$ cat src/rtl/rotary_cells_valve_seq.sv
// Valve sequencer for the rotary-mixer cell-trap chip: fill, peristaltic mix, deliver, close.
// Define MIX_REVERSE_EN to pump odd-numbered mix rounds in the reverse direction (P5..P0).
module rotary_cells_valve_seq #(
  parameter int FILL_CYC    = 200,
  parameter int STEP_CYC    = 50,
  parameter int DELIVER_CYC = 400,
  parameter int RND_W       = 8,
  parameter int CNT_W       = 16
) (
  input  logic             clk,
  input  logic             rst,
  input  logic             start,
  input  logic             abort,
  input  logic [1:0]       inlet_sel,
  input  logic [1:0]       trap_sel,
  input  logic [RND_W-1:0] mix_rounds,
  output logic             busy,
  output logic             done,
  output logic [2:0]       state_o,
  output logic [12:0]      valve
);

  typedef enum logic [2:0] {
    IDLE    = 3'd0,
    FILL    = 3'd1,
    MIX     = 3'd2,
    DELIVER = 3'd3,
    DONE    = 3'd4
  } state_t;

  localparam logic [CNT_W-1:0] FILL_LAST = CNT_W'(FILL_CYC - 1);
  localparam logic [CNT_W-1:0] STEP_LAST = CNT_W'(STEP_CYC - 1);
  localparam logic [CNT_W-1:0] DEL_LAST  = CNT_W'(DELIVER_CYC - 1);

  state_t           state_q, state_d;
  logic [CNT_W-1:0] dwell_q, dwell_d;
  logic [2:0]       step_q, step_d;
  logic [RND_W-1:0] round_q, round_d;
  logic [RND_W-1:0] rounds_q, rounds_d;
  logic [1:0]       inlet_q, inlet_d;
  logic [1:0]       trap_q, trap_d;
  logic [12:0]      valve_d;
  logic             busy_d, done_d;
  logic [2:0]       pat_idx;

  // Peristaltic pattern as valve bits {cb3_3, cb3_2, cb3_1}.
  function automatic logic [2:0] mix_pat(input logic [2:0] idx);
    case (idx)
      3'd0:    mix_pat = 3'b110;
      3'd1:    mix_pat = 3'b100;
      3'd2:    mix_pat = 3'b101;
      3'd3:    mix_pat = 3'b001;
      3'd4:    mix_pat = 3'b011;
      3'd5:    mix_pat = 3'b010;
      default: mix_pat = 3'b111;
    endcase
  endfunction

  always_ff @(posedge clk or posedge rst) begin
    if (rst) begin
      state_q  <= IDLE;
      dwell_q  <= '0;
      step_q   <= '0;
      round_q  <= '0;
      rounds_q <= '0;
      inlet_q  <= '0;
      trap_q   <= '0;
      valve    <= '1;
      busy     <= 1'b0;
      done     <= 1'b0;
    end else begin
      state_q  <= state_d;
      dwell_q  <= dwell_d;
      step_q   <= step_d;
      round_q  <= round_d;
      rounds_q <= rounds_d;
      inlet_q  <= inlet_d;
      trap_q   <= trap_d;
      valve    <= valve_d;
      busy     <= busy_d;
      done     <= done_d;
    end
  end

  assign state_o = state_q;

  // The dwell counter restarts from zero whenever the state or the mix step changes.
  always_comb begin
    state_d  = state_q;
    dwell_d  = dwell_q + CNT_W'(1);
    step_d   = step_q;
    round_d  = round_q;
    rounds_d = rounds_q;
    inlet_d  = inlet_q;
    trap_d   = trap_q;
    if (abort && (state_q != IDLE)) begin
      state_d = IDLE;
      dwell_d = '0;
    end else begin
      case (state_q)
        IDLE: begin
          dwell_d = '0;
          if (start && !abort) begin
            state_d  = FILL;
            inlet_d  = inlet_sel;
            trap_d   = trap_sel;
            rounds_d = mix_rounds;
          end
        end
        FILL: begin
          if (dwell_q == FILL_LAST) begin
            dwell_d = '0;
            step_d  = '0;
            round_d = '0;
            state_d = (rounds_q != '0) ? MIX : DELIVER;
          end
        end
        MIX: begin
          if (dwell_q == STEP_LAST) begin
            dwell_d = '0;
            if (step_q == 3'd5) begin
              step_d = '0;
              if (round_q == rounds_q - RND_W'(1)) state_d = DELIVER;
              else                                  round_d = round_q + RND_W'(1);
            end else begin
              step_d = step_q + 3'd1;
            end
          end
        end
        DELIVER: begin
          if (dwell_q == DEL_LAST) begin
            dwell_d = '0;
            state_d = DONE;
          end
        end
        DONE: begin
          dwell_d = '0;
          state_d = IDLE;
        end
        default: begin
          dwell_d = '0;
          state_d = IDLE;
        end
      endcase
    end
  end

  // Outputs are decoded from the next state so they register in step with it.
  always_comb begin
    valve_d = '1;
    busy_d  = (state_d != IDLE);
    done_d  = (state_d == DONE);
    pat_idx = step_d;
`ifdef MIX_REVERSE_EN
    if (round_d[0]) pat_idx = 3'd5 - step_d;
`endif
    case (state_d)
      FILL: begin
        valve_d[3:0] = {~inlet_d[1], inlet_d[1], ~inlet_d[0], inlet_d[0]};
        valve_d[6:4] = 3'b000;
        valve_d[7]   = 1'b0;
        valve_d[8]   = 1'b1;
      end
      MIX: begin
        valve_d[6:4] = mix_pat(pat_idx);
      end
      DELIVER: begin
        valve_d[6:4]  = 3'b000;
        valve_d[7]    = 1'b1;
        valve_d[8]    = 1'b0;
        valve_d[12:9] = {~trap_d[1], trap_d[1], ~trap_d[0], trap_d[0]};
      end
      default: ;
    endcase
  end

endmodule

$ cat config.mk
export PLATFORM = sky130hd
export DESIGN_NAME = rotary_cells_valve_seq
export DESIGN_NICKNAME = d
export VERILOG_FILES = /design/src/rtl/rotary_cells_valve_seq.sv
export SDC_FILE = /design/constraint.sdc
export NUM_CORES = 1
export LEC_CHECK = 0
export ABC_AREA = 1
export CAP_MARGIN = 20
export CORE_UTILIZATION = 60
export CTS_CLUSTER_SIZE = 10
export DETAILED_ROUTE_END_ITERATION = 6
export GPL_ROUTABILITY_DRIVEN = 0
export PLACE_DENSITY = 0.84
export SYNTH_ARGS = -nofsm -noshare
export SYNTH_HDL_FRONTEND = slang
export SYNTH_SLANG_ARGS = --single-unit
$ cat constraint.sdc
create_clock -name clk -period 3.5 [get_ports clk]
set_input_delay 0.7 -clock clk [delete_from_list [all_inputs] [get_ports clk]]
set_output_delay 0.7 -clock clk [all_outputs]
set_load 0.02 [all_outputs]
==> Word-level counts from Yosys, hierarchy flattened <==
Index checks and enable logic that the tools add are counted.
{ "totals": {"inputBits": 16, "mem_count": 0, "ram_bits": 0, "register_bits": 57, "latch_bits": 0, "romBits": 0, "out_inout_bits": 18} }
{ "classes": {"magnitude_cmp": 0, "shift": 0, "muxes": 35, "n_mul": 0, "n_eq_ne": 21, "div": 0, "n_addsub": 4, "n_reduce_logical": 12, "bitwise_logic": 5} }
{ "op_table": {"columns": ["operator", "n"], "rows": [
  ["$mux 16", 4],
  ["$pmux 16 s3", 1],
  ["$mux 3", 11],
  ["$mux 8", 4],
  ["$eq 3x2->1 const B", 6],
  ["$pmux 3 s6", 1],
  ["$add 16x1->16 const B", 1],
  ["$eq 16x6->1 const B", 1],
  ["$eq 16x8->1 const B", 1],
  ["$eq 16x9->1 const B", 1],
  ["$pmux 8 s2", 1],
  ["$eq 3x3->1 const B", 4],
  ["$mux 2", 6],
  ["$pmux 3 s2", 2],
  ["$pmux 3 s4", 1],
  ["$eq 3x1->1 const B", 3],
  ["$add 8x1->8 const B", 1],
  ["$eq 8x8->1", 1],
  ["$mux 4", 2],
  ["$ne 2x2->1 const B", 4],
  ["$reduce_bool 8->1", 1],
  ["$sub 8x1->8 const B", 1],
  ["$logic_not 3->1", 2],
  ["$reduce_and 6->1", 1],
  ["10 further kinds", 16]
]} }

==> Longest topological paths before layout <==
{ "depth": {"depth_word": 10, "ltp_mapped": 15, "ltp_nobuf": 15} }

==> Least setup slack after synthesis <==
OpenSTA, ideal clock, no wires.
{ "synth_path": {"path_type": "register -> register", "startpoint": "register rounds_q[0]", "endpoint": "register valve[0]", "arrival_time_ns": 1.708, "slack_ns": 1.709, "path_buffers": 1, "stages_incl_launch_ff": 13, "setup_ns": 0.084, "path_cell_list": "dfrtp_1 -> inv_2 -> ha_1 -> nand2_2 -> nor2_4 -> nand3_2 -> nand3_1 -> nand3_1 -> nor2_1 -> nand3_2 -> a21boi_4 -> buf_8 -> nand3_2"} }
{ "synth_between": {"elab_chain_len": 9, "word_cells_on_any_way": 12, "classes_between": "add/sub (1); eq/ne (2); mux (8); reduce/logical (1)"} }
{ "synth_lines": {"columns": ["item", "line", "source"], "rows": [
  ["start, declared", "39", "logic [RND_W-1:0] rounds_q, rounds_d;"],
  ["start signal, assigned", "76", "rounds_q <= rounds_d;"],
  ["$sub 8x1->8", "123", "if (round_q == rounds_q - RND_W'(1)) state_d = DELIVER;"],
  ["$eq 8x8->1", "123", null],
  ["$mux 3", "123", null],
  ["$mux 3", "121", "if (step_q == 3'd5) begin"],
  ["$mux 3", "119", "if (dwell_q == STEP_LAST) begin"],
  ["$pmux 3 s4 *", "100", "case (state_q)"],
  ["$mux 3 *", "96", "if (abort && (state_q != IDLE)) begin"],
  ["via state_d[0]", "35", "state_t state_q, state_d;"],
  ["$eq 3x1->1 *", "157", "case (state_d)"],
  ["$mux 4 *", "157", null],
  ["via valve_d[0]", "42", "logic [12:0] valve_d;"],
  ["end signal, assigned", "79", "valve <= valve_d;"],
  ["end, declared", "20", "output logic [12:0] valve"]
]} }
The timed path passes the listed nets; every way through them passes the cells marked *.
A chain may end at the register's enable or synchronous reset.

==> Worst setup path after layout <==
{ "layout_path": {"startpoint": "register state_q[2] (netlist: state_o[2])", "endpoint": "register valve[3]"} }
{ "layout_between": {"elab_chain_len": 7, "word_cells_on_any_way": 19, "classes_between": "eq/ne (4); mux (11); bitwise (1); reduce/logical (3)"} }
{ "layout_lines": {"columns": ["item", "line", "source"], "rows": [
  ["start, declared", "35", null],
  ["start signal, assigned", "72", "state_q <= state_d;"],
  ["$mux 3", "123", null],
  ["$mux 3", "121", null],
  ["$mux 3", "119", null],
  ["$pmux 3 s4", "100", null],
  ["$mux 3", "96", null],
  ["$eq 3x1->1", "157", null],
  ["$mux 4 *", "157", null],
  ["via valve_d[3]", "42", null]
]} }
Marks and branches as above.

==> impl_metrics.json <==
{
  "outcome": "finished clean",
  "worstSetupPathType": "flop to flop",
  "clock.fmax_mhz": 415.8,
  "hold_end": "dwell_q[0]",
  "via_count": 2734,
  "ys_ff_latch": 57,
  "avgSynthCellArea_um2": 7.965,
  "whs_path_depth": 1,
  "syn-num-nets": 419,
  "wl_met1_mm": 2.964,
  "cpMostUsedCell": "nand3_1",
  "period_minus_slack_ps": 2405,
  "top_layer_used": "met4",
  "start_util_pct": 62.22,
  "swShare_pct": 36.10,
  "power_per_cell_area_nw_per_um2": 646.8,
  "async_flop_share_pct": 100.0,
  "remaining_drc_errors": 0,
  "drtIter0Drc": 210,
  "critical_path.cell_chain": "inv_2 -> nand3_1 -> inv_2 -> nand3_1 -> nor2_1 -> nand3_1 -> nor2_1 -> nand3_2 -> a21boi_4 -> nand3_1",
  "htreeDepth": 3,
  "dp_hpwl_mm": 4.700,
  "die_area_um2": 5592,
  "worst_path_largest_cell_delay_ps": 430,
  "synth_cell_types": 37,
  "path_clk_slew_ps": 60,
  "synth_top_cell_by_area": "dfrtp_1",
  "setup.worst_path.end_class": "flop",
  "synthTopCellsByArea": "dfrtp_1, nand2_1, dfstp_2",
  "r2r_setup_slack_ps": 1100,
  "final-hold-violation-count": 0,
  "wl_per_cell_um": 13.43,
  "cts_buffer_depth": 2,
  "ctsResizeCount": 0,
  "irDropWorstVdd_uv": 612.9,
  "placed_cells": 496,
  "wl_met3_um": 317,
  "port_buffers": 33,
  "cts_buffers": 9,
  "slew_headroom_pct": 59.57,
  "gr-total-overflow": 0,
  "grt_max_degree": 31,
  "instances_no_fill": 512,
  "cp_max_fo": 12,
  "postCtsSetupBuffers": 0,
  "switchingPower_uw": 887.0,
  "area_delta_synth_final_pct": 19.53,
  "synth_edf_count": 0,
  "antenna_found_initial": 0,
  "ioPinCount": 34,
  "tns_ps": 0,
  "grt_pass1_wl_mm": 11.41,
  "cp-start-kind": "flop",
  "nNetsFinal": 457,
  "r2r_cells": 10,
  "die_w_um": 74.78,
  "route.met2.wl_mm": 3.462,
  "fin_crit_sh_pct": 68.71,
  "r2r-end": "valve[3]",
  "clk_latency_ps": 350,
  "hold_class": "flop to flop",
  "p_int_uw": 1570,
  "holdCritStartpoint": "dwell_q[0]",
  "layout-drive-gt1-share_pct": 15.84,
  "setup_viol": 0,
  "ant_nets": 0,
  "grt_pass1_vias": 2597,
  "slew_violations": 0,
  "rsz0062_at_grt": "no",
  "drt_wl_total_mm": 6.876,
  "yosysWarnings": 0,
  "core_um2": 5107,
  "required_ps": 3750,
  "power.share.sequential_pct": 37.3,
  "synthCells": 399,
  "clock_sink_count": 57,
  "design_power_total_uw": 2457,
  "viasPerCell": 5.340,
  "p_leak_uw": 0.001766,
  "skew_ps": 7.200,
  "drv_cap": 0,
  "placementRows": 26,
  "fill_cells": 375,
  "root_buffer": "clkbuf_8",
  "synth_area_um2": 3178,
  "hold_buffers": 0,
  "critical_path.slowest_cell": "dfrtp_1",
  "track_usage_pct": 27.45,
  "yosys.area.top_type_share_pct": 34.65,
  "whs_ps": 500.6,
  "r2r_start": "state_o[2]",
  "dr.pass1.iters": 5,
  "worst_pin_slew_ps": 605.6,
  "ys_seq_area_share_pct": 45.39,
  "antenna_cells": 0,
  "p_comb_share_pct": 33.8,
  "p_clk_share_pct": 28.9,
  "die_h_um": 74.78,
  "tritoncts": "done",
  "arrival_ps": 2660,
  "synth_ff_type": "dfrtp_1"
}
==> cells in the mapped netlist, types with 2 or more instances <==
cell / n
a31oi_1: 3
nand3b_1: 3
clkbuf_1: 2
nor2_1: 55
dfstp_2: 13
a211oi_1: 2
ha_1: 4
o21ai_0: 9
nand2_2: 2
inv_1: 44
nor3_1: 5
xnor2_1: 5
a21oi_1: 16
nor3b_1: 4
nand3_2: 11
buf_2: 4
nor2_2: 5
nand3_1: 21
inv_2: 10
nand2_1: 96
nand4_1: 14
o21ai_2: 5
dfrtp_1: 44
xor2_1: 8
nor2_4: 2
==> metrics by stage <==
step	setup WS, ps	cell area, um^2	util [%]
final	1095	3799	74.38
after global routing	819.5	3799	74.38
after CTS	1108	3799	74.38
after detailed placement	900.8	3570	69.89
after global placement	950.6	3570	69.89
after floorplan	1422	3178	-
==> power by group through the flow <==
stage / sequential, uW / clock, uW / combinational [uW]
after global placement: 926 / 0 / 782
after floorplan: 979 / 0 / 538
after CTS: 918 / 714 / 831
after detailed placement: 928 / 0 / 812
after global routing: 934 / 740 / 924
final: 917 / 709 / 831
==> state kept, by name, summed over array words and instances (netlist names), 2 cells and up <==
| name | count |
|---|---|
| rounds_q | 8 |
| round_q | 8 |
| step_q | 3 |
| state_o | 3 |
| trap_q | 2 |
| dwell_q | 16 |
| valve | 13 |
| inlet_q | 2 |
==> critical path: cells and delay by family (launching register included) <==
kind | cells | cell delay (ps)
DFF | 1 | 430
and+or+nand+nor | 7 | 1140
AOI/OAI and AO/OA | 1 | 400
buffers and inverters | 2 | 340
==> layout by cell type, fill, tap and decap left out, types with 2 or more instances in the layout <==
cell type / instances
nand4_1: 14
dfrtp_1: 44
o21ai_2: 5
a211oi_1: 2
nand3_1: 21
nor2_4: 2
xor2_1: 8
dfstp_2: 13
clkbuf_8: 11
clkinv_2: 2
a21oi_1: 16
nand3b_1: 3
nor2_2: 5
nand2_1: 96
inv_2: 11
bufinv_16: 2
nor2_1: 55
a31oi_1: 3
nand2_2: 2
ha_1: 4
nor3b_1: 4
nor3_1: 5
nand3_2: 11
clkdlybuf4s50_1: 33
o21ai_0: 9
inv_1: 43
xnor2_1: 5
==> per-layer routing <==
metal | global-route usage (%) | vias up
met2 | 45.55 | 79
met5 | 0 | -
met3 | 6.827 | 14
met4 | 13.00 | 0
met1 | 33.77 | 1289
li1 | - | 1352
==> worst max-delay path by stage <==
| stage | start | endpoint | slack, ps | cells past startpoint |
|---|---|---|---|---|
| 4_1_cts | state_o[0] | valve[3] | 1110 | 10 |
| 5_1_grt | state_o[0] | valve[3] | 820 | 10 |
| 2_1_floorplan | rst | busy | 1420 | 1 |
| 3_3_place_gp | abort | valve[3] | 950 | 7 |
| 3_5_place_dp | abort | valve[3] | 900 | 7 |
| 6_report | state_o[2] | valve[3] | 1100 | 10 |
==> layout make-up <==
cell class	instances	area (um^2)	area share, %
Multi-Input combinational cell	279	1475	38.83
Clock buffer	11	151.4	3.986
Clock inverter	5	77.57	2.042
Timing Repair Buffer	35	357.8	9.420
Tap cell	70	87.58	2.306
Inverter	55	206.4	5.435
Sequential cell	57	1443	37.98
==> cell families after synthesis <==
group	Yosys count	share of synthesized area, %
buffers and inverters	63	8.189
flip-flops	57	45.39
adder cells (fa/ha/maj)	4	1.575
XOR/XNOR	13	3.583
AO/OA/AOI/OAI	40	8.307
AND/OR/NAND/NOR	222	32.95
(Power assumes the default switching activity.)
